==> src/rtl/fetch_unit_pkg.sv <==
// Shared types and constants for the instruction-fetch stage.
//   PCINIT        : PC fetched first after reset
//   fetch_data_t  : {raw_instr, pc, valid} record handed to decode
//   fetch_entry_t : {raw_instr, pc} record stored in the instruction FIFO
//   align_word    : clears the two low address bits of a byte address
package fetch_unit_pkg;

  localparam logic [63:0] PCINIT = 64'h0000_0000_8000_0000;

  typedef struct packed {
    logic [31:0] raw_instr;
    logic [63:0] pc;
    logic        valid;
  } fetch_data_t;

  typedef struct packed {
    logic [31:0] raw_instr;
    logic [63:0] pc;
  } fetch_entry_t;

  function automatic logic [63:0] align_word(input logic [63:0] addr);
    return addr & ~64'h3;
  endfunction

endpackage

==> src/rtl/fetch_unit_fifo_sync.sv <==
// fifo_sync: single-clock FIFO of DEPTH entries of type T.
// Ports:
//   clk, reset  : clock and synchronous active-high reset
//   push, din   : write din at the tail (ignored when full unless also popping)
//   pop, dout   : dout shows the head entry; pop removes it (ignored when empty)
//   flush       : empties the FIFO; a push or pop in the same cycle is ignored
//   full, empty : occupancy flags
//   count       : number of stored entries (0..DEPTH)
// DEPTH must be a power of two (at least 2) so the pointers wrap for free.
module fifo_sync #(
  parameter int  DEPTH = 4,
  parameter type T     = logic [31:0],
  localparam int PTR_W = $clog2(DEPTH)
) (
  input  logic           clk,
  input  logic           reset,
  input  logic           push,
  input  logic           pop,
  input  logic           flush,
  input  T               din,
  output T               dout,
  output logic           full,
  output logic           empty,
  output logic [PTR_W:0] count
);

  localparam logic [PTR_W:0] DEPTH_CNT = (PTR_W + 1)'(DEPTH);

  T                 mem_q [DEPTH];
  logic [PTR_W-1:0] wr_ptr_q, wr_ptr_d;
  logic [PTR_W-1:0] rd_ptr_q, rd_ptr_d;
  logic [PTR_W:0]   count_q, count_d;
  logic             do_push;
  logic             do_pop;

  assign empty = (count_q == '0);
  assign full  = (count_q == DEPTH_CNT);
  assign count = count_q;
  assign dout  = mem_q[rd_ptr_q];

  // A push into a full FIFO is accepted only when the head leaves in the
  // same cycle, so occupancy never exceeds DEPTH.
  assign do_pop  = pop && !empty && !flush;
  assign do_push = push && (!full || do_pop) && !flush;

  always_comb begin
    wr_ptr_d = wr_ptr_q;
    rd_ptr_d = rd_ptr_q;
    count_d  = count_q;
    if (do_push) begin
      wr_ptr_d = wr_ptr_q + 1'b1;
    end
    if (do_pop) begin
      rd_ptr_d = rd_ptr_q + 1'b1;
    end
    case ({do_push, do_pop})
      2'b10:   count_d = count_q + 1'b1;
      2'b01:   count_d = count_q - 1'b1;
      default: count_d = count_q;
    endcase
  end

  always_ff @(posedge clk) begin
    if (reset || flush) begin
      wr_ptr_q <= '0;
      rd_ptr_q <= '0;
      count_q  <= '0;
    end else begin
      wr_ptr_q <= wr_ptr_d;
      rd_ptr_q <= rd_ptr_d;
      count_q  <= count_d;
    end
  end

  // Storage carries no reset: stale contents are never visible because
  // the occupancy count gates every read.
  always_ff @(posedge clk) begin
    if (do_push) begin
      mem_q[wr_ptr_q] <= din;
    end
  end

endmodule

==> src/rtl/fetch_unit.sv <==
// fetch_unit: instruction-fetch stage of the 64-bit in-order pipeline.
// Owns the PC, issues one word fetch at a time on the instruction bus and
// queues returned words in a DEPTH-entry FIFO that feeds decode.
// Ports:
//   clk, reset                  : clock, synchronous active-high reset
//   ireq_valid/ireq_addr/ireq_ready : fetch request (valid/ready), word aligned
//   iresp_valid/iresp_data      : fetch response (valid only, one per request)
//   redirect_valid/redirect_pc  : flush and restart at redirect_pc (bits [1:0] ignored)
//   out_valid/out_ready/dataF   : decode-side handshake; dataF.valid == out_valid
module fetch_unit
  import fetch_unit_pkg::*;
#(
  parameter logic [63:0] RESET_PC = PCINIT,
  parameter int          DEPTH    = 4
) (
  input  logic        clk,
  input  logic        reset,
  output logic        ireq_valid,
  output logic [63:0] ireq_addr,
  input  logic        ireq_ready,
  input  logic        iresp_valid,
  input  logic [31:0] iresp_data,
  input  logic        redirect_valid,
  input  logic [63:0] redirect_pc,
  output logic        out_valid,
  input  logic        out_ready,
  output fetch_data_t dataF
);

  localparam int             PTR_W     = $clog2(DEPTH);
  localparam logic [PTR_W:0] DEPTH_CNT = (PTR_W + 1)'(DEPTH);

  logic [63:0]  pc_q, pc_d;
  logic [63:0]  fetch_pc_q, fetch_pc_d;
  logic         inflight_q, inflight_d;
  logic         stale_q, stale_d;
  logic         reset_q;

  logic         req_fire;
  logic         resp_take;
  logic         fifo_push;
  logic         fifo_pop;
  logic         fifo_full;
  logic         fifo_empty;
  logic [PTR_W:0] fifo_count;
  fetch_entry_t fifo_din;
  fetch_entry_t fifo_dout;

  // One request at a time; the free-slot test reserves room for the word
  // that the outstanding request will return. reset_q holds issue off for
  // the first cycle after reset so the bus sees a clean start.
  assign ireq_valid = !reset && !reset_q && !inflight_q && !redirect_valid
                      && (fifo_count < DEPTH_CNT);
  assign ireq_addr  = align_word(pc_q);
  assign req_fire   = ireq_valid && ireq_ready;

  // A response is only meaningful while a request is outstanding.
  assign resp_take  = iresp_valid && inflight_q;

  // Words from before a redirect (stale, or arriving in the redirect cycle)
  // are dropped. The full term is unreachable given slot reservation.
  assign fifo_push  = resp_take && !stale_q && !redirect_valid && !fifo_full;
  assign fifo_pop   = out_valid && out_ready;
  assign fifo_din   = '{raw_instr: iresp_data, pc: fetch_pc_q};

  always_comb begin
    pc_d       = pc_q;
    fetch_pc_d = fetch_pc_q;
    inflight_d = inflight_q;
    stale_d    = stale_q;
    if (resp_take) begin
      inflight_d = 1'b0;
      stale_d    = 1'b0;
    end
    // Cannot coincide with resp_take: issue requires inflight_q == 0.
    if (req_fire) begin
      inflight_d = 1'b1;
      fetch_pc_d = pc_q;
      pc_d       = pc_q + 64'd4;
    end
    if (redirect_valid) begin
      pc_d = align_word(redirect_pc);
      // Mark the outstanding response for disposal unless it is landing
      // right now, in which case it is already being dropped above.
      if (inflight_q && !iresp_valid) begin
        stale_d = 1'b1;
      end
    end
  end

  always_ff @(posedge clk) begin
    if (reset) begin
      pc_q       <= RESET_PC;
      fetch_pc_q <= '0;
      inflight_q <= 1'b0;
      stale_q    <= 1'b0;
      reset_q    <= 1'b1;
    end else begin
      pc_q       <= pc_d;
      fetch_pc_q <= fetch_pc_d;
      inflight_q <= inflight_d;
      stale_q    <= stale_d;
      reset_q    <= 1'b0;
    end
  end

  fifo_sync #(
    .DEPTH (DEPTH),
    .T     (fetch_entry_t)
  ) u_ififo (
    .clk   (clk),
    .reset (reset),
    .push  (fifo_push),
    .pop   (fifo_pop),
    .flush (redirect_valid),
    .din   (fifo_din),
    .dout  (fifo_dout),
    .full  (fifo_full),
    .empty (fifo_empty),
    .count (fifo_count)
  );

  assign out_valid = !fifo_empty;

  always_comb begin
    dataF = '0;
    if (!fifo_empty) begin
      dataF = '{raw_instr: fifo_dout.raw_instr, pc: fifo_dout.pc, valid: 1'b1};
    end
  end

endmodule

==> config.mk <==
export PLATFORM = sky130hd
export DESIGN_NAME = fetch_unit
export DESIGN_NICKNAME = d
export VERILOG_FILES = /design/src/rtl/fetch_unit_pkg.sv /design/src/rtl/fetch_unit_fifo_sync.sv /design/src/rtl/fetch_unit.sv
export SDC_FILE = /design/constraint.sdc
export NUM_CORES = 1
export LEC_CHECK = 0
export CAP_MARGIN = 20
export CORE_MARGIN = 4
export CORE_UTILIZATION = 60
export CTS_BUF_LIST = sky130_fd_sc_hd__clkbuf_4
export DETAILED_ROUTE_END_ITERATION = 7
export PLACE_DENSITY_LB_ADDON = 0.12
export SETUP_SLACK_MARGIN = 0.15
export SLEW_MARGIN = 20
export SYNTH_ARGS = -nofsm -noshare
export SYNTH_HDL_FRONTEND = slang
export SYNTH_SLANG_ARGS = --single-unit
==> constraint.sdc <==
create_clock -name clk -period 11.1 [get_ports clk]
set_input_delay 2.22 -clock clk [delete_from_list [all_inputs] [get_ports clk]]
set_output_delay 2.22 -clock clk [all_outputs]
set_load 0.005 [all_outputs]
==> flow_metrics.tcl <==
set metrics [dict create \
    htreeDepth 3 \
    fp.dieH_um 194 \
    slew_headroom_pct 28.3 \
    cpPeakStageDelay_ps 610 \
    p_int_w 0.00298 \
    holdPathStages 0 \
    drc 0 \
    async_reset_ff_share_pct 0 \
    cts.sinks 512 \
    vias 13700 \
    drtPass1Iterations 5 \
    hpwl_mm 28.8 \
    wire_per_inst_um 20.8 \
    synthFlopType "edfxtp_1" \
    fp.coreArea_um2 34400 \
    synth_area_um2 20800 \
    worst-path-buf-inv 2 \
    crit_family "simple AND/OR/NAND/NOR gates" \
    grt_max_degree 99 \
    final_antenna_net_count 0 \
    ys_types 62 \
    setup_viol 0 \
    avgSynthCellArea_um2 14.3 \
    cp.depth 4 \
    finalHoldViolCount 0 \
    worst_setup_path_start_kind "input port" \
    worstSkewPairLatency_ps 800 \
    seq_area_frac_synth_pct 67.2 \
    syn2layout_area_growth_pct 22.0 \
    cpMaxStageDelayCell "clkdlybuf4s50_1" \
    cts-root-buf "clkbuf_4" \
    status "finished, final reports clean" \
    wirelength_mm 48.5 \
    p_sw_w 0.000807 \
    final_cell_area_um2 25400 \
    setup_tns_ps 0 \
    rows 68 \
    required_ps 8880 \
    ys_seq_elements 512 \
    cap_violations 0 \
    combPwrFrac_pct 4.0 \
    max_freq_mhz 156 \
    vias_per_cell 5.88 \
    clockBufferDepth 3 \
    r2r_cells 7 \
    rsz0062_at_grt "false" \
    cp-end-kind "output port" \
    numCtsBuffers 121 \
    antenna_found_initial 3 \
    die-area_um2 37800 \
    die_x_um 194 \
    vdd_drop_max_mv 0.114 \
    placed_cells 2096 \
    final_core_util_pct 74.0 \
    fin_cells 2330 \
    grt_pass1_wl_mm 76.6 \
    sw_frac_of_total_pct 21.3 \
    path_class "input port to output port" \
    synth_edf_count 376 \
    seqPwrFrac_pct 55.2 \
    tightest_slew_ps 1080 \
    ys_warn_count 0 \
    final_cell_mix "edfxtp_1, clkdlybuf4s50_1, clkbuf_4" \
    layout.nets 1874 \
    drv_slew 0 \
    grt_usage_pct 25.7 \
    ctsHoldBuffers 0 \
    total_power_w 0.00378 \
    globalplace.congestion 0.833 \
    synth_cells 1463 \
    critPathMaxFanout 61 \
    cts.clk_slew.worst_paths_ps 80 \
    p_leak_nw 7.88 \
    cts_resized 0 \
    clockPowerShare_pct 40.8 \
    period_minus_slack_ps 6430 \
    period_share_pct 57.9 \
    drt_iter0_markers 1095 \
    crit_arrival_ps 4210 \
    grt_pass1_vias 13900 \
    port-buffer-count 258 \
    cts_tree "done" \
    ios 265 \
    clock-skew-final_ps 43.5 \
    hold_class "flop to flop" \
    cp_cell_sequence "buf_4, or2_2, nor4_1, clkdlybuf4s50_1" \
    layout_commonest_cell "edfxtp_1" \
    drive_gt1_share_pct 18.6 \
    post_cts_buffers 0 \
    initial_core_util_pct 60.7 \
    p_per_area_nw_per_um2 149 \
    postPlaceCellArea_um2 23800 \
    grt-ovfl-total 0 \
]
==> cells by family after synthesis <==
kind of cell / after synthesis / synth area share (%)
simple gates: 536 / 13.3
mux: 109 / 10.9
flops: 512 / 67.2
buf+inv: 113 / 2.24
compound gates: 163 / 4.86
fa+ha+maj: 7 / 0.456
other cells: 1 / 0.0180
xor+xnor: 22 / 0.924
==> sequential cells by signal (all words and copies together) (netlist names), named ones only <==
name and flops:
u_ififo.count 3, reset_q 1, u_ififo.wr_ptr_q 2, u_ififo.rd_ptr_q 2
pc_q 62, inflight_q 1, fetch_pc_q 62, u_ififo.mem_q 376
==> cell type report <==
cell class	count	area, um2
sequential	512	14000
fill	2327	8940
multi-input combinational	841	6410
timing repair buffer	276	2720
clock buffer	202	1520
tap	455	569
clock inverter	28	139
inverter	13	48.8
antenna	3	7.51
==> synthesized netlist by cell type, types with 10 or more instances <==
cell      instances  area, um2
o21ai_0          10       50.1
a21oi_1          92        460
nand3_1          44        220
nor2_1           62        233
nor4_1           24        150
xor2_1           14        123
nand2_1         175        657
inv_1            12       45.0
mux4_2           94       2120
dfxtp_1         136       2720
a211oi_1         17        128
nand4_1          47        294
nor3_1           22        110
a31oi_1          10       62.6
and3_1           10       62.6
and2_1          101        632
edfxtp_1        376      11300
clkbuf_1         67        251
or3_1            11       68.8
buf_2            18       90.1
==> worst paths after layout <==
| kind | slack, ps | endpoint | start |
|---|---|---|---|
| max | 4670 | ireq_valid | reset |
| min | 480 | u_ififo.mem_q[1][9] | fetch_pc_q[9] |
| max reg2reg | 7740 | pc_q[28] | u_ififo.count[2] |
| min reg2reg | 480 | u_ififo.mem_q[1][9] | fetch_pc_q[9] |
==> power groups by stage <==
| stage | clock [W] | sequential (W) | combinational (W) |
|---|---|---|---|
| floorplan | 0 | 0.00212 | 0.0000606 |
| global placement | 0 | 0.00213 | 0.000148 |
| detailed placement | 0 | 0.00213 | 0.000150 |
| CTS | 0.00159 | 0.00209 | 0.000151 |
| global route | 0.00169 | 0.00209 | 0.000163 |
| finish | 0.00154 | 0.00209 | 0.000151 |
==> per-layer routing <==
metal	track usage (%)	vias up	part of all wire (%)
li1	-	6280	-
met1	34.8	6711	41
met2	40.6	632	48
met3	6.15	80	8.4
met4	10.5	0	2.9
met5	0	-	0
==> stage by stage <==
| step | hold slack (ps) | worst slack (ps) |
|---|---|---|
| CTS | 471 | 4630 |
| finish | 482 | 4670 |
| floorplan | 460 | 5430 |
| detailed placement | 488 | 4640 |
| global placement | 470 | 4670 |
| global route | 491 | 4550 |
(Power assumes the default switching activity.)
